==> config.mk <==
export PLATFORM = sky130hd
export DESIGN_NAME = fetch_controller
export DESIGN_NICKNAME = d
export VERILOG_FILES = /design/src/rtl/vr16_pkg.sv /design/src/rtl/fetch_return_stack.sv /design/src/rtl/fetch_controller.sv
export SDC_FILE = /design/constraint.sdc
export NUM_CORES = 1
export LEC_CHECK = 0
export BUFFER_PORTS_ARGS = -buffer_cell sky130_fd_sc_hd__buf_2
export CAP_MARGIN = 20
export CELL_PAD_IN_SITES_DETAIL_PLACEMENT = 1
export CELL_PAD_IN_SITES_GLOBAL_PLACEMENT = 2
export CORE_MARGIN = 8
export CORE_UTILIZATION = 35
export DETAILED_ROUTE_END_ITERATION = 10
export PLACE_DENSITY_LB_ADDON = 0.1
export SETUP_SLACK_MARGIN = 0.15
export SYNTH_ARGS = -nofsm -noshare
export SYNTH_HDL_FRONTEND = slang
export SYNTH_HIERARCHICAL = 1
export SYNTH_SLANG_ARGS = --single-unit
==> constraint.sdc <==
create_clock -name clk -period 4.8 [get_ports clk]
set_input_delay 0 -clock clk [delete_from_list [all_inputs] [get_ports clk]]
set_output_delay 0 -clock clk [all_outputs]
set_load 0.005 [all_outputs]
==> src/rtl/vr16_pkg.sv <==
// Shared widths, default reset vector and fetch FSM state type for the vr16 front end.
package vr16_pkg;

   localparam int unsigned ADDR_W  = 16;
   localparam int unsigned INSTR_W = 16;

   localparam logic [ADDR_W-1:0] DEFAULT_RESET_VECTOR = 16'h0000;

   typedef enum logic [1:0] {
      IDLE,
      RUN,
      HOLD,
      REDIRECT
   } fetch_state_t;

endpackage

==> src/rtl/fetch_return_stack.sv <==
// Return-address storage for call/return redirects.
// FETCH_RAS_EN selects a RAS_DEPTH-entry LIFO; otherwise a single link register.
module fetch_return_stack
   import vr16_pkg::*;
#(
   parameter logic [ADDR_W-1:0] RESET_VECTOR = DEFAULT_RESET_VECTOR,
   parameter int unsigned       RAS_DEPTH    = 4
) (
   input  logic              clk,
   input  logic              reset,
   input  logic              push,
   input  logic [ADDR_W-1:0] push_addr,
`ifdef FETCH_RAS_EN
   input  logic              pop,
`endif
   output logic [ADDR_W-1:0] top_addr_c,
   output logic              error
);

   if (RAS_DEPTH < 1) begin : g_depth_check
      $error("fetch_return_stack: RAS_DEPTH must be at least 1");
   end

`ifdef FETCH_RAS_EN

   localparam int unsigned       PTR_W    = (RAS_DEPTH > 1) ? $clog2(RAS_DEPTH) : 1;
   localparam int unsigned       CNT_W    = $clog2(RAS_DEPTH + 1);
   localparam logic [PTR_W-1:0]  LAST_IDX = PTR_W'(RAS_DEPTH - 1);
   localparam logic [CNT_W-1:0]  FULL_CNT = CNT_W'(RAS_DEPTH);

   logic [ADDR_W-1:0] entries [RAS_DEPTH];
   logic [PTR_W-1:0]  wr_ptr;
   logic [PTR_W-1:0]  rd_ptr_c;
   logic [CNT_W-1:0]  count;

   // Circular buffer: a push when full overwrites the oldest entry.
   always_comb begin
      rd_ptr_c   = (wr_ptr == '0) ? LAST_IDX : wr_ptr - PTR_W'(1);
      top_addr_c = (count == '0) ? RESET_VECTOR : entries[rd_ptr_c];
   end

   always_ff @(posedge clk) begin
      if (push && !reset) begin
         entries[wr_ptr] <= push_addr;
      end
   end

   always_ff @(posedge clk) begin
      if (reset) begin
         wr_ptr <= '0;
         count  <= '0;
         error  <= 1'b0;
      end else begin
         error <= 1'b0;
         if (push) begin
            wr_ptr <= (wr_ptr == LAST_IDX) ? '0 : wr_ptr + PTR_W'(1);
            if (count == FULL_CNT) begin
               error <= 1'b1;
            end else begin
               count <= count + CNT_W'(1);
            end
         end else if (pop) begin
            if (count == '0) begin
               error <= 1'b1;
            end else begin
               wr_ptr <= rd_ptr_c;
               count  <= count - CNT_W'(1);
            end
         end
      end
   end

`else

   logic [ADDR_W-1:0] link;

   // Return reads the link without consuming it.
   always_ff @(posedge clk) begin
      if (reset) begin
         link <= RESET_VECTOR;
      end else if (push) begin
         link <= push_addr;
      end
   end

   assign top_addr_c = link;
   assign error      = 1'b0;

`endif

endmodule

==> src/rtl/fetch_controller.sv <==
// Instruction fetch front end: sequential fetch, 1-entry skid, call/jump/return redirects.
// Define FETCH_RAS_EN for a RAS_DEPTH-entry return stack instead of a single link register.
module fetch_controller
   import vr16_pkg::*;
#(
   parameter logic [ADDR_W-1:0] RESET_VECTOR = DEFAULT_RESET_VECTOR,
   parameter int unsigned       RAS_DEPTH    = 4
) (
   input  logic               clk,
   input  logic               reset,
   output logic [ADDR_W-1:0]  imem_address,
   output logic               imem_enable,
   input  logic [INSTR_W-1:0] imem_instruction,
   output logic [INSTR_W-1:0] instr,
   output logic [ADDR_W-1:0]  instr_pc,
   output logic               instr_valid,
   input  logic               instr_ready,
   input  logic               jump_enable,
   input  logic               call_enable,
   input  logic [ADDR_W-1:0]  jump_address,
   input  logic               return_enable,
   output logic               ras_error
);

   fetch_state_t state, next_state;

   logic [ADDR_W-1:0]  fetch_addr;
   logic [ADDR_W-1:0]  inflight_pc;
   logic [ADDR_W-1:0]  skid_pc;
   logic [INSTR_W-1:0] skid_instr;
   logic               inflight;
   logic               skid_valid;

   logic               transfer_c;
   logic               call_c;
   logic               jump_c;
   logic               return_c;
   logic               redirect_c;
   logic               issue_c;
   logic               room_c;
   logic [1:0]         occ_c;
   logic [1:0]         next_occ_c;
   logic [ADDR_W-1:0]  target_c;
   logic [ADDR_W-1:0]  push_addr_c;
   logic [ADDR_W-1:0]  ras_top_c;

   fetch_return_stack #(
      .RESET_VECTOR (RESET_VECTOR),
      .RAS_DEPTH    (RAS_DEPTH)
   ) u_return_stack (
      .clk        (clk),
      .reset      (reset),
      .push       (call_c),
      .push_addr  (push_addr_c),
`ifdef FETCH_RAS_EN
      .pop        (return_c),
`endif
      .top_addr_c (ras_top_c),
      .error      (ras_error)
   );

   always_ff @(posedge clk) begin
      if (reset) begin
         state <= IDLE;
      end else begin
         state <= next_state;
      end
   end

   // Redirect decode, occupancy-based issue and next state.
   always_comb begin
      next_state  = state;
      issue_c     = 1'b0;
      transfer_c  = instr_valid && instr_ready;
      call_c      = transfer_c && call_enable;
      jump_c      = transfer_c && !call_enable && jump_enable;
      return_c    = transfer_c && !call_enable && !jump_enable && return_enable;
      redirect_c  = call_c || jump_c || return_c;
      target_c    = return_c ? ras_top_c : jump_address;
      push_addr_c = instr_pc + ADDR_W'(1);
      occ_c       = 2'(instr_valid) + 2'(skid_valid) + 2'(inflight);
      room_c      = (occ_c - 2'(transfer_c)) < 2'd2;
      next_occ_c  = occ_c;

      case (state)
         IDLE, REDIRECT: begin
            // Pipeline is known empty here, so the fetch address issues unconditionally.
            issue_c    = !reset;
            next_state = RUN;
         end
         default: begin
            issue_c    = !reset && room_c;
            next_occ_c = occ_c - 2'(transfer_c) + 2'(issue_c);
            next_state = (next_occ_c >= 2'd2) ? HOLD : RUN;
         end
      endcase

      if (redirect_c) begin
         next_state = REDIRECT;
      end
   end

   assign imem_enable  = issue_c;
   assign imem_address = fetch_addr;

   // Returned data fills the output register first, the skid entry when the output is stalled.
   always_ff @(posedge clk) begin
      if (reset) begin
         fetch_addr  <= RESET_VECTOR;
         inflight    <= 1'b0;
         inflight_pc <= '0;
         skid_valid  <= 1'b0;
         skid_instr  <= '0;
         skid_pc     <= '0;
         instr_valid <= 1'b0;
         instr       <= '0;
         instr_pc    <= '0;
      end else begin
         inflight <= issue_c && !redirect_c;
         if (issue_c) begin
            inflight_pc <= fetch_addr;
            fetch_addr  <= fetch_addr + ADDR_W'(1);
         end

         if (redirect_c) begin
            fetch_addr  <= target_c;
            instr_valid <= 1'b0;
            skid_valid  <= 1'b0;
         end else if (!instr_valid || transfer_c) begin
            if (skid_valid) begin
               instr       <= skid_instr;
               instr_pc    <= skid_pc;
               instr_valid <= 1'b1;
               skid_valid  <= inflight;
               if (inflight) begin
                  skid_instr <= imem_instruction;
                  skid_pc    <= inflight_pc;
               end
            end else begin
               instr_valid <= inflight;
               if (inflight) begin
                  instr    <= imem_instruction;
                  instr_pc <= inflight_pc;
               end
            end
         end else if (inflight) begin
            skid_instr <= imem_instruction;
            skid_pc    <= inflight_pc;
            skid_valid <= 1'b1;
         end
      end
   end

endmodule
### Word level (Yosys, flattened, before mapping)

Index checks and enable logic that the tools add are counted.

* input bits: 38
* word-level logic and storage cells: 67
* bits in registers: 117

* multiplexer cells: 21
* eq/ne operators: 2
* order comparisons: 2
* add/subtract/negate cells: 6
* bitwise operators: 1
* reductions and logical operators: 24

Operator list (count)
* $mux W16: 13
* $add A16 B1 Y16 const B: 2
* $logic_and A1 B1 Y1: 8
* $mux W2: 3
* $reduce_bool A2 Y1: 3
* $logic_not A1 Y1: 5
* $mux W1: 5
* $add A2 B1 Y2: 2
* $reduce_or A2 Y1: 2
* $logic_or A1 B1 Y1: 3
* $reduce_and A3 Y1: 1
* $add A1 B1 Y2: 1
* $eq A2 B2 Y1 const B: 1
* $ge A2 B2 Y1 const B: 1
* $logic_not A2 Y1: 1
* $lt A2 B2 Y1 const B: 1
* $ne A2 B2 Y1 const B: 1
* $reduce_and A2 Y1: 1
* $sub A2 B1 Y2: 1
* $not A1 Y1: 1

### Longest topological paths before layout

* depth after elaboration: 10
* mapped depth: 10
* gate-level depth less buffers: 8

### Hierarchy

Netlist, hierarchy kept.

By module, submodules not included
* fetch_controller: area each 4986.0 sq um, cells each 543, seq. area each 2021.9 sq um, times used 1
* fetch_return_stack: area each 591.8 sq um, cells each 54, seq. area each 320.3 sq um, times used 1

### Worst setup path before layout

OpenSTA, ideal clock, no wires.

* path type: register to register
* from: register instr_valid
* to: register fetch_addr[11], in the netlist imem_address[11]
* required time: 4669 ps
* setup slack: 2018 ps
* path buffers: 2
* library setup time: 131 ps
* stages on the path, launching flop included: 11
* data arrival time: 2650 ps
* path through: dfxtp_1 -> nand2_1 -> inv_1 -> clkbuf_1 -> ha_1 -> fa_1 -> xnor2_1 -> nand2_1 -> clkbuf_1 -> o31ai_1 -> a21oi_1

* word-level cells in the longest chain between the ends: 7
* elaborated cells between the ends (all ways): 17
* classes of those cells: 3 x add/sub; 1 x order compare; 3 x mux; 10 x reduce/logical

RTL lines
* from (decl): RTL line fetch_controller.sv:16 `output logic instr_valid,`
* from (signal assigned): RTL line fetch_controller.sv:140 `instr_valid <= inflight;`
* $add A1 B1 Y2: RTL line fetch_controller.sv:81 `occ_c = 2'(instr_valid) + 2'(skid_valid) + 2'(inflight);`
* $add A2 B1 Y2: RTL line fetch_controller.sv:81
* $sub A2 B1 Y2: RTL line fetch_controller.sv:82 `room_c = (occ_c - 2'(transfer_c)) < 2'd2;`
* $lt A2 B2 Y1: RTL line fetch_controller.sv:82
* $logic_and A1 B1 Y1: RTL line fetch_controller.sv:92 `issue_c = !reset && room_c;`
* $mux W1: RTL line fetch_controller.sv:85 `case (state)`
* $reduce_bool A2 Y1 (no line)
* to (signal assigned): RTL line fetch_controller.sv:122 `fetch_addr <= fetch_addr + ADDR_W'(1);`
* to (signal assigned): RTL line fetch_controller.sv:126 `fetch_addr <= target_c;`
* to (decl): RTL line fetch_controller.sv:27 `logic [ADDR_W-1:0] fetch_addr;`

Parallel ways exist; a longest one is shown, timed or not.
A chain may end at the register's enable or synchronous reset.

### Worst setup path in the final report

* from: register instr_valid
* to: register fetch_addr[8], in the netlist imem_address[8]

Same word-level chain as after synthesis.

==> flow_metrics.py <==
metrics = {
    "grt": {
        "overflow": 0,
        "grt_max_degree": 65,
        "track_usage_pct": 17.06,
        "first_global_vias": 4972,
        "antenna_found_initial": 0,
        "grt_pass1_wl_um": 26770,
    },
    "timing": {
        "period_share_pct": 73.30,
        "period_needed_ns": 3.518,
        "finClkSkew_ns": 0.007715,
        "finalMaxSlewViolations": 0,
        "rsz0062_at_grt": "no",
        "worstMarginPinSlew_ns": 0.9075,
        "max_freq_mhz": 284.2,
        "slew_headroom_pct": 39.36,
        "finalHoldViolations": 0,
        "setup_viol_count_final": 0,
        "holdWs_ns": 0.04538,
        "tns_ns": 0,
    },
    "detailed_routing": {
        "first_pass_iters": 4,
        "ant_nets": 0,
        "drt_iter0_drc": 271,
        "via_per_inst": 5.181,
        "drc_errors": 0,
        "vias": 4730,
        "wl_um": 16980,
        "wl_per_cell_um": 18.60,
    },
    "logic_synthesis": {
        "ys_seq_area_share_pct": 41.99,
        "synth_top_area_share_pct": 41.99,
        "avgSynthCellArea_um2": 9.343,
        "syn_area_um2": 5578,
        "synth_compound_area_share_pct": 17.86,
        "synth_edf_count": 0,
        "ys_seq_elements": 117,
        "synthArstFlopShare_pct": 0,
        "synth_commonest_cells": "117 x dfxtp_1, 95 x nor2_1, 81 x mux2i_1",
        "synth_area_leader_cell": "dfxtp_1",
        "synth.distinct_cells": 59,
        "synth_top_family_by_area": "compound AO/OA/AOI/OAI gates",
        "postSynthNetCount": 639,
        "synthMuxAreaShare_pct": 14.54,
        "syn_inst": 597,
        "synthAdderAreaFrac_pct": 1.032,
        "synth_xor_xnor_area_share_pct": 3.769,
        "synth.most_common_cell": "dfxtp_1",
        "ys.flop_type": "dfxtp_1",
        "yosysWarnings": 6,
        "synth_area_leaders": "dfxtp_1 42%, mux2i_1 15%, nor2_1 6.4%",
        "synth-simple-area-share_pct": 15.72,
    },
    "cts": {
        "path_clk_slew_ns": 0.05,
        "htree_levels": 4,
        "cts_tree": "yes",
        "cts.root.buffer_cell": "clkbuf_16",
        "clk_path_buf_depth": 2,
        "insertion_delay_ns": 0.41,
        "clock_sinks": 117,
        "cts_made_buffers": 17,
        "cts_setup_buffers": 0,
    },
    "floorplanning": {
        "die_h_um": 142.2,
        "coreArea_um2": 15710,
        "start_util_pct": 35.50,
        "rows": 46,
        "die_x_um": 142.2,
        "die_area_um2": 20230,
        "io_pins": 89,
    },
    "run_status": {
        "status": "finished clean",
    },
    "pwr": {
        "vdd_drop_max_uv": 244.2,
        "powerDensity_nw_per_um2": 407.3,
        "p_leak_nw": 2.729,
        "p_total_mw": 2.796,
    },
    "setup_path": {
        "path_max_fanout": 26,
        "path_buf_inv": 1,
        "cp_cell_sequence": "nand2_1 -> inv_1 -> ha_1 -> fa_1 -> xnor2_1 -> nand2_1 -> a311o_1 -> o311a_1",
        "startpoint_type": "register",
        "cpMostUsedCell": "nand2_1",
        "cp_data_required_time_ns": 5.09,
        "cp-end-kind": "register",
        "worstPathArrival_ns": 3.81,
        "worst-setup-path-type": "register to register",
        "path_delay_family": "simple AND/OR/NAND/NOR gates",
        "slowest_delay_ns": 0.64,
        "slowest_stage": "nand2_1",
    },
    "placement": {
        "place_congestion": 0.8456,
        "io_buffers": 87,
        "placedInstanceArea_um2": 6101,
        "hpwl_um": 11640,
    },
    "final_layout": {
        "drive_gt1_share_pct": 22.24,
        "syn2layout_area_growth_pct": 23.08,
        "final_area_um2": 6865,
        "nNetsFinal": 728,
        "fillers": 1823,
        "n_antenna_cell": 0,
    },
    "flow_run": {
        "max_cap_violations": 0,
    },
    "worst_hold_path": {
        "hold_class": "primary input to register",
    },
}
==> per-stage QoR <==
| step | setup WS [ns] | cells | util (%) |
|---|---|---|---|
| 6_report | 1.282 | 913 | 43.69 |
| 3_3_place_gp | 1.389 | 862 | 38.83 |
| 4_1_cts | 1.230 | 912 | 43.52 |
| 5_1_grt | 0.9401 | 913 | 43.69 |
| 3_5_place_dp | 1.266 | 862 | 38.83 |
| 2_1_floorplan | 2.018 | 597 | - |
==> sequential cells by signal, summed over array words and instances, names as in the netlist <==
| register | flops |
|---|---|
| imem_address | 16 |
| inflight_pc | 16 |
| instr | 16 |
| instr_pc | 16 |
| skid_instr | 16 |
| skid_pc | 16 |
| u_return_stack/top_addr_c | 16 |
| state | 2 |
| inflight | 1 |
| instr_valid | 1 |
| skid_valid | 1 |
==> cells by family (layout without fill, tap and decap cells) <==
group / after synthesis / in the layout
compound gates: 120 / 120
xor+xnor: 24 / 24
fa+ha+maj: 4 / 4
buf+inv: 56 / 156
flops: 117 / 117
mux: 81 / 81
other cells: 1 / 1
simple gates: 194 / 194
==> layer usage <==
metal	global-route usage (%)	wire (um)
met1	21.62	8234
met3	3.824	529
met4	5.766	184
met5	0	0
met2	27.96	8032
==> final timing paths <==
check                                    from                             to  slack, ns  cells after the start
hold reg to reg   inflight_pc[2]$_SDFFE_PP0P_    inflight_pc[2]$_SDFFE_PP0P_       0.48                      2
setup / recovery     instr_valid$_SDFFE_PP0N_   imem_address[8]$_SDFFE_PP0P_       1.28                      8
setup reg to reg     instr_valid$_SDFFE_PP0N_   imem_address[8]$_SDFFE_PP0P_       1.28                      8
hold / removal               jump_address[11]  imem_address[11]$_SDFFE_PP0P_       0.05                      5
==> tightest hold or removal path, stage by stage <==
cell	delay, ns
buf_2	0.09
o21ai_0	0.05
o21ai_0	0.12
nand2_1	0.08
a21oi_1	0.06
==> power by group <==
group          internal (mW)  switching, mW
Clock                  0.745          0.420
Combinational          0.204          0.283
Sequential              1.05         0.0920
Total                   2.00          0.795
==> cells in the final DEF, fill, tap and decap left out, types with 7 or more instances in the layout <==
master / n
a211oi_2: 28
buf_2: 86
xor2_1: 8
nand3b_1: 7
clkbuf_16: 17
dlygate4sd3_1: 20
nand4_1: 10
a221oi_1: 7
dfxtp_1: 116
inv_1: 11
o21ai_0: 18
nor2_1: 95
mux2i_1: 81
a211oi_1: 7
a21oi_1: 24
buf_4: 8
nand2_1: 51
xnor2_1: 16
==> area by class of cell <==
class                      count  area [um2]  share of cell area [%]
sequential                   117        2344                   34.14
multi-input combinational    424        2955                   43.05
inverter                      11       41.29                  0.6014
tap                          216       270.3                   3.937
timing repair buffer         115       718.2                   10.46
clock buffer                  26       489.2                   7.126
clock inverter                 4       47.55                  0.6925
==> timing repair <==
item | 4_1_cts | 5_1_grt
hold buffers | 20 | 0
gates resized for setup | 0 | 0
endpoints found under the hold margin | 35 | 0
Power figures use the tool's default switching activity.
